### src/rtl/cache_tag_mr_pkg.sv
// Shared types and helpers for the tag-addressed must-read buffer.
// Entry geometry lives here so the entry sub-module and the top agree on widths.
package cache_tag_mr_pkg;

    localparam int ENTRY_DATA_W = 16;
    localparam int ENTRY_TAG_W  = 8;
    localparam int ENTRY_DEPTH  = 8;
    localparam int IDX_W        = $clog2(ENTRY_DEPTH);
    localparam int CNT_W        = $clog2(ENTRY_DEPTH + 1);

    typedef struct packed {
        logic                    pending;
        logic [ENTRY_TAG_W-1:0]  tag;
        logic [ENTRY_DATA_W-1:0] data;
    } entry_t;

    // Scan from the top down so the last assignment wins with the lowest free index.
    function automatic logic [IDX_W-1:0] lowest_free_idx(input logic [ENTRY_DEPTH-1:0] pending);
        lowest_free_idx = '0;
        for (int i = ENTRY_DEPTH - 1; i >= 0; i--) begin
            if (!pending[i]) lowest_free_idx = IDX_W'(i);
        end
    endfunction

endpackage

### src/rtl/cache_tag_mr_entry.sv
// One buffer slot: stores tag/data while pending and compares against the
// lookup tag and the incoming write tag.
module cache_tag_mr_entry
    import cache_tag_mr_pkg::*;
(
    input  logic                    clk,
    input  logic                    reset_n,
    input  logic                    wr_en,
    input  logic [ENTRY_TAG_W-1:0]  wr_tag,
    input  logic [ENTRY_DATA_W-1:0] wr_data,
    input  logic                    consume,
    input  logic [ENTRY_TAG_W-1:0]  rd_tag,
    output logic                    pending,
    output logic                    rd_match,
    output logic                    wr_match,
    output logic [ENTRY_DATA_W-1:0] data
);

    entry_t entry;

    // wr_en only targets free slots and consume only pending ones, so they never collide.
    always_ff @(posedge clk or negedge reset_n) begin
        if (!reset_n) begin
            entry <= '0;
        end else if (wr_en) begin
            entry.pending <= 1'b1;
            entry.tag     <= wr_tag;
            entry.data    <= wr_data;
        end else if (consume) begin
            entry.pending <= 1'b0;
        end
    end

    assign pending  = entry.pending;
    assign rd_match = entry.pending && (entry.tag == rd_tag);
    assign wr_match = entry.pending && (entry.tag == wr_tag);
    assign data     = entry.data;

endmodule

### src/rtl/cache_tag_mr_buffer.sv
// Tag-addressed must-read buffer: results are parked by tag and collected by a
// 1-cycle-latency lookup that either peeks or consumes the matching entry.
module cache_tag_mr_buffer
    import cache_tag_mr_pkg::*;
#(
    parameter int DATA_WIDTH = ENTRY_DATA_W,
    parameter int TAG_WIDTH  = ENTRY_TAG_W,
    parameter int DEPTH      = ENTRY_DEPTH
) (
    input  logic                       clk,
    input  logic                       reset_n,
    input  logic                       wr_valid_i,
    output logic                       wr_ready_o,
    input  logic [TAG_WIDTH-1:0]       wr_tag_i,
    input  logic [DATA_WIDTH-1:0]      wr_data_i,
    input  logic                       rd_valid_i,
    input  logic [TAG_WIDTH-1:0]       rd_tag_i,
    input  logic                       rd_consume_i,
    output logic                       rsp_valid_o,
    output logic                       rsp_hit_o,
    output logic [DATA_WIDTH-1:0]      rsp_data_o,
    output logic [$clog2(DEPTH+1)-1:0] count_o,
    output logic                       full_o,
    output logic                       empty_o
);

    localparam int CW = $clog2(DEPTH + 1);

    logic [DEPTH-1:0]                 pending;
    logic [DEPTH-1:0]                 rd_match;
    logic [DEPTH-1:0]                 wr_match;
    logic [DEPTH-1:0]                 wr_en;
    logic [DEPTH-1:0]                 consume;
    logic [DEPTH-1:0][DATA_WIDTH-1:0] data;
    logic [IDX_W-1:0]                 alloc_idx;
    logic                             wr_fire;
    logic                             hit;
    logic                             consume_hit;
    logic [DATA_WIDTH-1:0]            hit_data;
    logic [CW-1:0]                    count;

    // All decisions use pre-edge state: a slot freed this cycle is not reusable
    // until the next, and a tag written this cycle is not yet visible to lookups.
    assign full_o      = (count == CW'(DEPTH));
    assign empty_o     = (count == '0);
    assign count_o     = count;
    assign wr_ready_o  = !full_o && !(|wr_match);
    assign wr_fire     = wr_valid_i && wr_ready_o;
    assign alloc_idx   = lowest_free_idx(pending);
    assign hit         = |rd_match;
    assign consume_hit = rd_valid_i && rd_consume_i && hit;

    for (genvar i = 0; i < DEPTH; i++) begin : g_entry
        assign wr_en[i]   = wr_fire && (alloc_idx == IDX_W'(i));
        assign consume[i] = rd_valid_i && rd_consume_i && rd_match[i];

        cache_tag_mr_entry u_entry (
            .clk      (clk),
            .reset_n  (reset_n),
            .wr_en    (wr_en[i]),
            .wr_tag   (wr_tag_i),
            .wr_data  (wr_data_i),
            .consume  (consume[i]),
            .rd_tag   (rd_tag_i),
            .pending  (pending[i]),
            .rd_match (rd_match[i]),
            .wr_match (wr_match[i]),
            .data     (data[i])
        );
    end

    // Tags are unique among pending entries, so an OR of masked data is the mux.
    always_comb begin
        hit_data = '0;
        for (int i = 0; i < DEPTH; i++) begin
            if (rd_match[i]) hit_data = hit_data | data[i];
        end
    end

    always_ff @(posedge clk or negedge reset_n) begin
        if (!reset_n) begin
            count <= '0;
        end else if (wr_fire && !consume_hit) begin
            count <= count + CW'(1);
        end else if (!wr_fire && consume_hit) begin
            count <= count - CW'(1);
        end
    end

    always_ff @(posedge clk or negedge reset_n) begin
        if (!reset_n) begin
            rsp_valid_o <= 1'b0;
            rsp_hit_o   <= 1'b0;
            rsp_data_o  <= '0;
        end else begin
            rsp_valid_o <= rd_valid_i;
            rsp_hit_o   <= rd_valid_i && hit;
            rsp_data_o  <= (rd_valid_i && hit) ? hit_data : '0;
        end
    end

endmodule
### config.mk
export PLATFORM = sky130hd
export DESIGN_NAME = cache_tag_mr_buffer
export DESIGN_NICKNAME = d
export VERILOG_FILES = /design/src/rtl/cache_tag_mr_pkg.sv /design/src/rtl/cache_tag_mr_entry.sv /design/src/rtl/cache_tag_mr_buffer.sv
export SDC_FILE = /design/constraint.sdc
export NUM_CORES = 1
export LEC_CHECK = 0
export CAP_MARGIN = 30
export CORE_UTILIZATION = 37
export CTS_CLUSTER_DIAMETER = 100
export DETAILED_ROUTE_END_ITERATION = 8
export GPL_TIMING_DRIVEN = 0
export PLACE_DENSITY_LB_ADDON = 0.2
export SETUP_SLACK_MARGIN = 0.1
export SYNTH_ARGS = -nofsm -noshare
export SYNTH_HDL_FRONTEND = slang
export SYNTH_SLANG_ARGS = --single-unit
### constraint.sdc
create_clock -name clk -period 5.5 [get_ports clk]
set_input_delay 1.1 -clock clk [delete_from_list [all_inputs] [get_ports clk]]
set_output_delay 1.1 -clock clk [all_outputs]
set_load 0.02 [all_outputs]
==> out/metrics.sh, run 1 <==
CRITICAL_PATH.REG2REG.STARTPOINT='g_entry[1].u_entry.entry[21]'
FIN_CELLS=1283
GRT_MAX_DEGREE=119
TRITONCTS_CLOCK_TREE='built'
FINAL.SETUP_SKEW_NS=0.00757
R2R.WORST_PATH.CELLS=14
WIRELENGTH_MM=27.6
CTS.REPAIR.RESIZED=0
ANT_NETS=0
CLOCK_TREE.BUFFER_DEPTH=3
WORSTSETUPENDPOINTTYPE='output port'
LEAKAGE_nW=5.47
SYNTH.YOSYS.SEQ_AREA_SHARE_PCT=51.2
CLKSINKCOUNT=222
WORST_MAX_SLEW_PIN_SLEW_NS=0.985
IRDROPWORSTVDD_mV=0.284
ANTENNA_FOUND_INITIAL=0
HOLD_DEPTH=1
FINAL_NETS=923
SYNTHESIS.YOSYS.WARNINGS=0
WORSTSETUPPATHTYPE='in -> out'
BOUNDARYPINS=62
CRITICAL_PATH_ARRIVAL_NS=3.30
GLOBAL_ROUTE.USAGE.TOTAL_PCT=18.9
GRT_USE_MET2_PCT=29.5
SYNTH_AREA_LEADER_CELL='sky130_fd_sc_hd__dfrtp_1'
GP_ROUTABILITY_CONGESTION=0.838
NUMCTSBUFFERS=26
NFILLCELLS=2674
FIN_CRIT_SH_PCT=80.0
CORE_UM2=28800
VIA_COUNT_NORMALIZED_BY_INSTANCE_COUNT=5.22
LAYOUT.CELLS.MOST_COMMON_LIST='222 x sky130_fd_sc_hd__dfrtp_1, 114 x sky130_fd_sc_hd__mux2_2, 93 x sky130_fd_sc_hd__xnor2_1, 57 x sky130_fd_sc_hd__mux2_4, 43 x sky130_fd_sc_hd__clkdlybuf4s50_1'
CLOCK_INSERTION_DELAY_WORST_SKEW_NS=0.54
PLACE.PORT_BUFFERS=44
HOLDCRITPATHCLASS='reg -> reg'
DIEAREA_UM2=30000
WORST_SETUP_PATH_START_KIND='primary input'
SETUP-VIOLATIONS-FINAL=0
TIMING.RR.END='count_o[3]'
DETAILED_PLACE_HPWL_MM=18.0
CRITICAL_PATH_BUF_INV_COUNT=3
POST-CTS-SETUP-BUFFERS=0
DRC=0
SYN-MEAN-INSTANCE-AREA_UM2=13.5
H-TREE-DEPTH=1
STATUS='completed'
HOLD_VIOL_FINAL=0
SLEW-LIMIT-HEADROOM_PCT=34.0
DRIVE_GT1_SHARE_PCT=29.1
STARTING_UTILIZATION_OF_THE_CORE_AREA_PCT=37.7
TIMING.SETUP.TNS_NS=0
DIEWIDTH_UM=173
GROUTE.LAYER.MET3.USAGE_PCT=2.81
MAXCAPVIOLATIONS=0
CP_TOP_FAMILY='buffers and inverters'
POSTPLACECELLAREA_UM2=11900
DR_PASS1_ITERATIONS=4
WIRE_PER_INST_UM=21.5
CLOCK-ROOT-BUFFER='sky130_fd_sc_hd__clkbuf_16'
CRIT_FANOUT=10
CTS_HOLD_REPAIR.BUFFERS=0
DIE_Y_UM=173
SLOWEST_STAGE='sky130_fd_sc_hd__clkdlybuf4s50_1'
BUSIEST_GRT_LAYER='met2'
POWER_CONSUMPTION_mW=7.09
SYNTHESIS.INSTANCES=804
HOLD_CRIT_ENDPOINT='g_entry[5].u_entry.data[7]'
LAYOUT.CORE_UTILIZATION_PCT=44.2
TIMING.REG2REG.SETUP_SLACK_NS=2.08
PLACEMENT_ROWS=62
FINAL_DESIGN_AREA_NO_FILL_UM2=12700
N_ANTENNA_CELL=0
NUMBER_OF_FLIP_FLOPS_AND_LATCHES_IN_THE_SYNTHESIZED_NETLIST=222
GRT_PASS1_WL_MM=43.3
OVERFLOW=0
HOLD_PATH_STARTPOINT='g_entry[5].u_entry.data[7]'
SYNTH.DISTINCT_CELLS=40
PERIOD_MINUS_SLACK_NS=4.40
DRV_SLEW=0
SYNTH_AREA_UM2=10900
SYNTHESIS.NETS=845
DR_TOTAL_VIAS=6695
CRITPATHREQUIREDTIME_NS=4.40
DETAIL_ROUTE.ITER0.VIOLATIONS=442
UNREPAIRED_SETUP_ENDPOINTS_AFTER_GLOBAL_ROUTING='no'
MAXIMUM_FREQUENCY_FROM_STATIC_TIMING_ANALYSIS_GHz=0.227
POWER_DENSITY_nW_PER_UM2=557
SYNTHDOMINANTCELLAREASHARE_PCT=51.2
FINAL_COMMON_CELL='sky130_fd_sc_hd__dfrtp_1'
CP_CELL_SEQUENCE='buf_4 -> xnor2_1 -> nand3_1 -> nor3_1 -> or3_1 -> nor4_2 -> buf_6 -> clkdlybuf4s50_1'
GR-USAGE-MET1_PCT=27.3
CLK_PIN_SLEW_WORST_PATHS_NS=0.06
CRITPATHMAXSTAGEDELAY_NS=0.63
SYNTH_TOP_CELLS_BY_AREA='sky130_fd_sc_hd__dfrtp_1 51%, sky130_fd_sc_hd__mux2_2 12%, sky130_fd_sc_hd__mux2_4 7.9%'
DP.CELLS=1238
GRT_PASS1_VIAS=6944
AREA.GROWTH.SYNTH_TO_FINAL_PCT=17.2
-- routing by layer --
metal  routed length [um]  vias to the layer above
li1                     -                     3077
met1                13400                     3437
met2                12500                      140
met3                 1160                       41
met4                  593                        0
met5                    0                        -
-- how the worst max path moves through the flow --
stage	slack [ns]	cells past startpoint	to	start
floorplan	1.60	15	count_o[3]	rd_tag_i[1]
global placement	-6.52	1	rsp_data_o[9]	reset_n
detailed placement	0.92	15	count_o[3]	rd_tag_i[4]
CTS	1.12	8	wr_ready_o	wr_tag_i[4]
global route	1.06	8	wr_ready_o	wr_tag_i[4]
finish	1.10	8	wr_ready_o	wr_tag_i[4]
-- kinds of logic after synthesis --
family / synth area share [%]
flops: 51.2
mux: 22.0
xor+xnor: 10.7
simple gates: 6.04
compound gates: 6.35
buf+inv: 3.26
fa+ha+maj: 0.530
-- report_power, final --
| group | switching, mW | leakage (nW) | internal [mW] |
|---|---|---|---|
| logic | 1.05 | 2.33 | 1.46 |
| clock network | 0.683 | 0.407 | 1.03 |
| registers | 0.547 | 2.73 | 2.32 |
| total | 2.28 | 5.47 | 4.81 |
-- through the flow --
step	setup slack (ns)	hold slack [ns]
3_5_place_dp	0.916	0.484
5_1_grt	1.06	0.508
2_1_floorplan	1.60	0.465
4_1_cts	1.12	0.498
6_report	1.10	0.494
3_3_place_gp	-6.52	0.475
-- final cells by class --
type                       count  area [um^2]  share of cell area, %
sequential                   222         5560                   43.6
multi-input combinational    524         4980                   39.1
clock buffer                  41          757                   5.95
timing repair buffer          50          519                   4.08
tap                          384          480                   3.78
buffer                        54          339                   2.66
clock inverter                 4         81.3                  0.639
inverter                       4         15.0                  0.118
-- synthesized netlist by cell type, drive strengths merged --
cell and count:
dfrtp 222, mux2 193, xnor2 93, xor2 39
buf 34, a22oi 32, nand2 28, clkbuf 20
nand3 20, nand4 20, a221oi 16, a22o 16
a31oi 16, nor4 13, nor3 12, inv 4
a21oi 3, ha 3, o21ai 3, a21o 2
and3 2, nand4b 2, nor2 2, a21boi 1
a32oi 1, and2 1, and4b 1, fa 1
nor2b 1, nor4b 1, o211ai 1, or3 1
-- state kept, by name (all words and copies together) (netlist names) --
| signal | cells |
|---|---|
| g_entry.u_entry.entry | 64 |
| rsp_valid_o | 1 |
| rsp_hit_o | 1 |
| g_entry.u_entry.pending | 8 |
| count_o | 4 |
| g_entry.u_entry.data | 128 |
| rsp_data_o | 16 |
No activity file was read; power rests on OpenSTA's default activity.
==> inputs of run 2 (changes only) <==
Clock period 5.5 ns to 3.55 ns, I/O delays scaled along.
==> out/metrics.sh, run 2 (synthesis gave the netlist of run 1 again) <==
WORST_MAX_SLEW_PIN_SLEW_NS=0.902  # -0.0832 ns
CRITICAL_PATH_BUF_INV_COUNT=2  # -1
SLOWEST_STAGE='sky130_fd_sc_hd__or3_1'
NUMCTSBUFFERS=26  # unchanged
SLEW-LIMIT-HEADROOM_PCT=39.9  # +5.9 points
LAYOUT.CELLS.MOST_COMMON_LIST='222 x sky130_fd_sc_hd__dfrtp_1, 114 x sky130_fd_sc_hd__mux2_2, 93 x sky130_fd_sc_hd__xnor2_1, 57 x sky130_fd_sc_hd__mux2_4, 42 x sky130_fd_sc_hd__clkdlybuf4s50_1'
MAXIMUM_FREQUENCY_FROM_STATIC_TIMING_ANALYSIS_GHz=0.304
DIEAREA_UM2=30000  # unchanged
N_ANTENNA_CELL=0  # unchanged
H-TREE-DEPTH=1  # unchanged
GP_ROUTABILITY_CONGESTION=0.799  # -4.6%
WIRE_PER_INST_UM=21.3  # -0.85%
POSTPLACECELLAREA_UM2=11900  # about the same
GRT_PASS1_VIAS=6840  # -1.5%
PLACE.PORT_BUFFERS=44  # unchanged
DP.CELLS=1236  # -0.16%
CRITPATHREQUIREDTIME_NS=2.84  # -1.56 ns
DR_PASS1_ITERATIONS=4  # unchanged
BIGGESTREGSBYFLOPS='g_entry.u_entry.data: 128 flops, g_entry.u_entry.entry: 64 flops, rsp_data_o: 16 flops'
CP_CELL_SEQUENCE='xnor2_1 -> nand3_1 -> nor3_1 -> or3_1 -> nor4_4 -> buf_6 -> dlygate4sd2_1'
ANT_NETS=0  # unchanged
FIN_CELLS=1293  # +0.78%
MULTI_INPUT_AREA_UM2=5030  # +0.95%
STATUS='completed'
CLOCK_TREE.BUFFER_DEPTH=3  # unchanged
GLOBAL_ROUTE.USAGE.TOTAL_PCT=18.9  # -0.023 points
NFILLCELLS=2618  # -2.1%
FINAL_DESIGN_AREA_NO_FILL_UM2=12900  # +1.1%
WORSTSETUPPATHTYPE='reg -> out'
FINAL.SETUP_SKEW_NS=0.0132  # +0.00559 ns
BOUNDARYPINS=62  # unchanged
UNREPAIRED_SETUP_ENDPOINTS_AFTER_GLOBAL_ROUTING='no'
CLOCK-ROOT-BUFFER='sky130_fd_sc_hd__clkbuf_16'
FINAL_COMMON_CELL='sky130_fd_sc_hd__dfrtp_1'
DIE_Y_UM=173  # unchanged
TRITONCTS_CLOCK_TREE='built'
STARTING_UTILIZATION_OF_THE_CORE_AREA_PCT=37.7  # unchanged
MAX_FFS_PER_REGISTER=128  # unchanged
CTS_HOLD_REPAIR.BUFFERS=0  # unchanged
LARGEST_REGISTER='g_entry.u_entry.data'
VIA_COUNT_NORMALIZED_BY_INSTANCE_COUNT=5.21  # -0.21%
SEQ_AREA_UM2=5560  # unchanged
DRV_SLEW=0  # unchanged
FIN_CRIT_SH_PCT=92.5
CRITICAL_PATH_ARRIVAL_NS=2.57  # -0.73 ns
LEAKAGE_nW=5.57  # +1.8%
MAXCAPVIOLATIONS=0  # unchanged
HOLD_VIOL_FINAL=0  # unchanged
CLKSINKCOUNT=222  # unchanged
OVERFLOW=0  # unchanged
DRIVE_GT1_SHARE_PCT=31.4  # +2.2 points
PLACEMENT_ROWS=62  # unchanged
WORST_SETUP_PATH_START_KIND='register'
CLK_PIN_SLEW_WORST_PATHS_NS=0.06  # about the same
WIRELENGTH_MM=27.6  # about the same
PERIOD_MINUS_SLACK_NS=3.28
CP_TOP_FAMILY='simple AND/OR/NAND/NOR gates'
CRIT_FANOUT=6  # -4
POWER_DENSITY_nW_PER_UM2=858  # +54%
HOLDCRITPATHCLASS='in -> async'
AREA.GROWTH.SYNTH_TO_FINAL_PCT=18.5
FINAL_NETS=930  # +0.76%
GRT_PASS1_WL_MM=43.4  # about the same
DR_TOTAL_VIAS=6733  # +0.57%
CRITPATHMAXSTAGEDELAY_NS=0.45  # -0.18 ns
DETAIL_ROUTE.ITER0.VIOLATIONS=394  # -11%
GRT_MAX_DEGREE=114  # -4.2%
DRC=0  # unchanged
CORE_UM2=28800  # unchanged
WORSTSETUPENDPOINTTYPE='output port'
CLOCK_INSERTION_DELAY_WORST_SKEW_NS=0.54  # about the same
DIEWIDTH_UM=173  # unchanged
IRDROPWORSTVDD_mV=0.343  # +21%
DETAILED_PLACE_HPWL_MM=18.0  # +0.26%
SETUP-VIOLATIONS-FINAL=0  # unchanged
ANTENNA_FOUND_INITIAL=0  # unchanged
## run 2: cell types whose count changed in the layout (fill, tap and decap cells not counted), moves of 2 or more
cell                       change
sky130_fd_sc_hd__clkbuf_1     -11
sky130_fd_sc_hd__buf_4         +8
sky130_fd_sc_hd__clkbuf_2      +8
sky130_fd_sc_hd__clkbuf_8      +3
sky130_fd_sc_hd__clkinv_2      +3
sky130_fd_sc_hd__nor3_4        +3
sky130_fd_sc_hd__nor3_2        -2
sky130_fd_sc_hd__nor4_4        +2
## run 2: worst paths after layout
path                                         startpoint                          end  slack, ns  depth (start not counted)
setup / recovery           g_entry[3].u_entry.entry[22]                   wr_ready_o       0.27                          7
setup reg to reg           g_entry[7].u_entry.entry[16]                   count_o[3]       0.40                         15
hold / removal                                  reset_n  g_entry[1].u_entry.data[10]       0.20                          1
min in group clk             g_entry[5].u_entry.data[7]   g_entry[5].u_entry.data[7]       0.50                          1
max in group asynchronous                       reset_n   g_entry[1].u_entry.data[1]       2.31                          2
hold reg to reg              g_entry[5].u_entry.data[7]   g_entry[5].u_entry.data[7]       0.50                          1
## run 2: through the flow
step	TNS (ns)	power [mW]	util, %	hold slack (ns)	setup slack [ns]
3_3_place_gp	-1793.22	8.25	41.0	0.474	-8.02
3_5_place_dp	-2.90	8.34	41.3	0.481	-0.659
4_1_cts	0	11.1	44.4	0.272	0.102
2_1_floorplan	0	7.35	-	0.414	0.109
5_1_grt	0	11.7	44.7	0.292	0.101
6_report	0	11.0	44.7	0.195	0.266
## run 2: metal layers
metal	wire, um	global-route usage, %	up-vias
li1	-	-	3098
met1	13800	28.4	3457
met2	12100	28.2	139
met3	1090	2.72	39
met4	609	5.27	0
met5	0	0	-
## run 2: layout make-up
cell class,instances,share of cell area (%)
sequential,222,43.2
multi-input combinational,524,39.1
clock buffer,41,6.12
timing repair buffer,57,4.46
tap,384,3.74
buffer,54,2.71
clock inverter,7,0.574
inverter,4,0.117
## run 2: power by group
group	leakage (nW)	total (mW)	switching, mW	internal (mW)
combinational	2.41	3.96	1.67	2.29
clock	0.423	2.65	1.06	1.59
sequential	2.73	4.42	0.824	3.60
total	5.57	11.0	3.56	7.48
## run 2: timing repair
action / 4_1_cts / 5_1_grt
gates resized for setup: 4 / 18
pin swaps: 2 / 3
endpoints found under the setup margin: 2 / 2
hold endpoints to repair: 0 / 0
buffers inserted: 2 / 7
==> inputs of run 3 (changes only) <==
Settings changed: CORE_MARGIN set to 8.
==> out/metrics.sh, run 3 (synthesis gave the netlist of run 1 again) <==
FIN_CRIT_SH_PCT=93.5  # +1.0 points
POWER_CONSUMPTION_mW=10.9  # -1.7%
CRITPATHREQUIREDTIME_NS=2.84  # about the same
BOUNDARYPINS=62  # unchanged
CP_CELL_SEQUENCE='nor4b_1 -> clkdlybuf4s50_1'
SLOWEST_STAGE='sky130_fd_sc_hd__nor4b_1'
DIEAREA_UM2=35100  # +17%
WIRELENGTH_MM=28.1  # +1.9%
PWR-SHARE-CLK_PCT=22.7  # -1.3 points
GRT_USE_MET2_PCT=24.8  # -3.4 points
LEAKAGE_nW=5.54  # -0.56%
FINAL.SETUP_SKEW_NS=0.0129  # -0.000266 ns
CLKSINKCOUNT=222  # unchanged
IRDROPWORSTVDD_mV=0.408  # +19%
BIGGESTREGSBYFLOPS='g_entry.u_entry.data: 128 flops, g_entry.u_entry.entry: 64 flops, rsp_data_o: 16 flops'
DRV_SLEW=0  # unchanged
NUMCTSBUFFERS=26  # unchanged
DR_PASS1_ITERATIONS=5  # +1
CTS_HOLD_REPAIR.BUFFERS=0  # unchanged
SHARE_COMB_OF_TOTAL_POWER_PCT=36.5  # +0.6 points
CLOCK-ROOT-BUFFER='sky130_fd_sc_hd__clkbuf_16'
ANTENNA_FOUND_INITIAL=0  # unchanged
SLEW-LIMIT-HEADROOM_PCT=36.8  # -3.1 points
GRT_MAX_DEGREE=120  # +5.3%
WORSTSETUPPATHTYPE='reg -> out'
SEQ_AREA_UM2=5560  # unchanged
DETAILED_PLACE_HPWL_MM=18.4  # +1.8%
SETUP-VIOLATIONS-FINAL=0  # unchanged
DIEWIDTH_UM=187  # +8.1%
ANT_NETS=0  # unchanged
WORSTSETUPENDPOINTTYPE='output port'
DR_TOTAL_VIAS=6687  # -0.68%
LARGEST_REGISTER='g_entry.u_entry.data'
P_SEQ_SHARE_PCT=40.8  # +0.7 points
SW_FRAC_OF_TOTAL_PCT=32.7  # +0.40 points
PLACE.PORT_BUFFERS=44  # unchanged
TIMING.RR.END='count_o[3]'
WIRE_PER_INST_UM=21.7  # +1.8%
PLACEMENT_ROWS=62  # unchanged
POST-ROUTE-WORST-SETUP-SLACK_NS=0.230  # -0.0354 ns
GRT_PASS1_WL_MM=44.1  # +1.7%
N_ANTENNA_CELL=0  # unchanged
MAX_FFS_PER_REGISTER=128  # unchanged
CRIT_FANOUT=6  # unchanged
MULTI_INPUT_AREA_UM2=5040  # +0.22%
SWITCHING_POWER_mW=3.55  # -0.44%
FINAL_NETS=934  # +0.43%
CLOCK_INSERTION_DELAY_WORST_SKEW_NS=0.54  # about the same
H-TREE-DEPTH=1  # unchanged
BUSIEST_GRT_LAYER='met2'
GROUTE.LAYER.MET3.USAGE_PCT=2.42  # -0.30 points
CELL_INTERNAL_PWR_mW=7.31  # -2.2%
HOLD_VIOL_FINAL=0  # unchanged
CRITICAL_PATH_ARRIVAL_NS=2.61  # +0.04 ns
CLOCK_TREE.BUFFER_DEPTH=3  # unchanged
GR-USAGE-MET1_PCT=23.2  # -5.3 points
PLACEMENT.SETUP.WORST_SLACK_NS=-0.665  # -0.00633 ns
TIMING.REG2REG.SETUP_SLACK_NS=0.41  # about the same
MAXCAPVIOLATIONS=0  # unchanged
NFILLCELLS=2643  # +0.95%
DETAIL_ROUTE.ITER0.VIOLATIONS=459  # +16%
VIA_COUNT_NORMALIZED_BY_INSTANCE_COUNT=5.17  # -0.76%
WORST_MAX_SLEW_PIN_SLEW_NS=0.935  # +0.0328 ns
GRT_PASS1_VIAS=6866  # +0.38%
CRITPATHMAXSTAGEDELAY_NS=0.85  # +0.40 ns
AREA.GROWTH.SYNTH_TO_FINAL_PCT=18.0
CORE_UM2=28800  # unchanged
STATUS='completed'
MAXIMUM_FREQUENCY_FROM_STATIC_TIMING_ANALYSIS_GHz=0.301  # -1.1%
POWER_DENSITY_nW_PER_UM2=847  # -1.3%
DRC=0  # unchanged
LAYOUT.CELLS.MOST_COMMON_LIST='222 x sky130_fd_sc_hd__dfrtp_1, 114 x sky130_fd_sc_hd__mux2_2, 93 x sky130_fd_sc_hd__xnor2_1, 57 x sky130_fd_sc_hd__mux2_4, 42 x sky130_fd_sc_hd__clkdlybuf4s50_1'
HOLDCRITPATHCLASS='in -> async'
STARTING_UTILIZATION_OF_THE_CORE_AREA_PCT=37.7  # unchanged
PERIOD_MINUS_SLACK_NS=3.32  # +0.0354 ns
FINAL_COMMON_CELL='sky130_fd_sc_hd__dfrtp_1'
TRITONCTS_CLOCK_TREE='built'
CLK_PIN_SLEW_WORST_PATHS_NS=0.06  # about the same
DIE_Y_UM=187  # +8.1%
CRITICAL_PATH.REG2REG.STARTPOINT='g_entry[7].u_entry.entry[16]'
WORST_SETUP_PATH_START_KIND='register'
OVERFLOW=0  # unchanged
GLOBAL_ROUTE.USAGE.TOTAL_PCT=16.1  # -2.8 points
R2R.WORST_PATH.CELLS=15  # unchanged
UNREPAIRED_SETUP_ENDPOINTS_AFTER_GLOBAL_ROUTING='no'
GP_ROUTABILITY_CONGESTION=0.806  # +0.84%
DRIVE_GT1_SHARE_PCT=30.8  # -0.58 points
-- run 3: critical path, delay by kind of cell (launching register included) --
family,cells,cell delay (ns)
simple gates,1,0.85
buf+inv,1,0.76
flops,1,0.46
-- run 3: routing by layer --
metal	up-vias	part of all wire, %
li1	3089	-
met1	3447	49
met2	115	45
met3	36	3.8
met4	0	1.9
met5	-	0
-- run 3: per-stage QoR --
step	TNS (ns)	cells	cell area, um^2	util (%)	hold WS (ns)
final	0	1294	12800	44.5	0.218
after CTS	0	1282	12700	44.1	0.268
after global placement	-1816.12	1232	11800	41.0	0.474
after floorplan	0	804	10900	-	0.414
after detailed placement	-2.86	1235	11900	41.3	0.483
after global routing	0	1294	12800	44.5	0.289
-- run 3: worst max path at each step --
stage / from / endpoint / cells after the start
after floorplan: rd_tag_i[4] / count_o[3] / 15
after global placement: reset_n / rsp_data_o[9] / 1
after detailed placement: rd_tag_i[4] / count_o[3] / 15
after CTS: rd_tag_i[4] / count_o[3] / 15
after global routing: count_o[0] / full_o / 2
final: count_o[0] / full_o / 2
-- run 3: layout make-up --
cell class | instances | area share, %
inverter | 4 | 0.117
tap | 384 | 3.75
multi-input combinational | 524 | 39.3
clock buffer | 38 | 5.66
timing repair buffer | 61 | 4.69
sequential | 222 | 43.4
buffer | 54 | 2.68
clock inverter | 7 | 0.430
-- run 3: timing repair --
action	in CTS	in global routing
pin swaps	2	4
endpoints found under the setup margin	2	2
buffers inserted	2	12
gates resized for setup	5	10
-- run 3: power by group through the flow --
stage	Sequential (mW)	Clock [mW]	Combinational, mW
2_1_floorplan	4.26	0	3.09
3_3_place_gp	4.44	0	3.81
3_5_place_dp	4.44	0	3.90
4_1_cts	4.42	2.53	3.93
5_1_grt	4.57	2.64	4.26
6_report	4.43	2.46	3.96
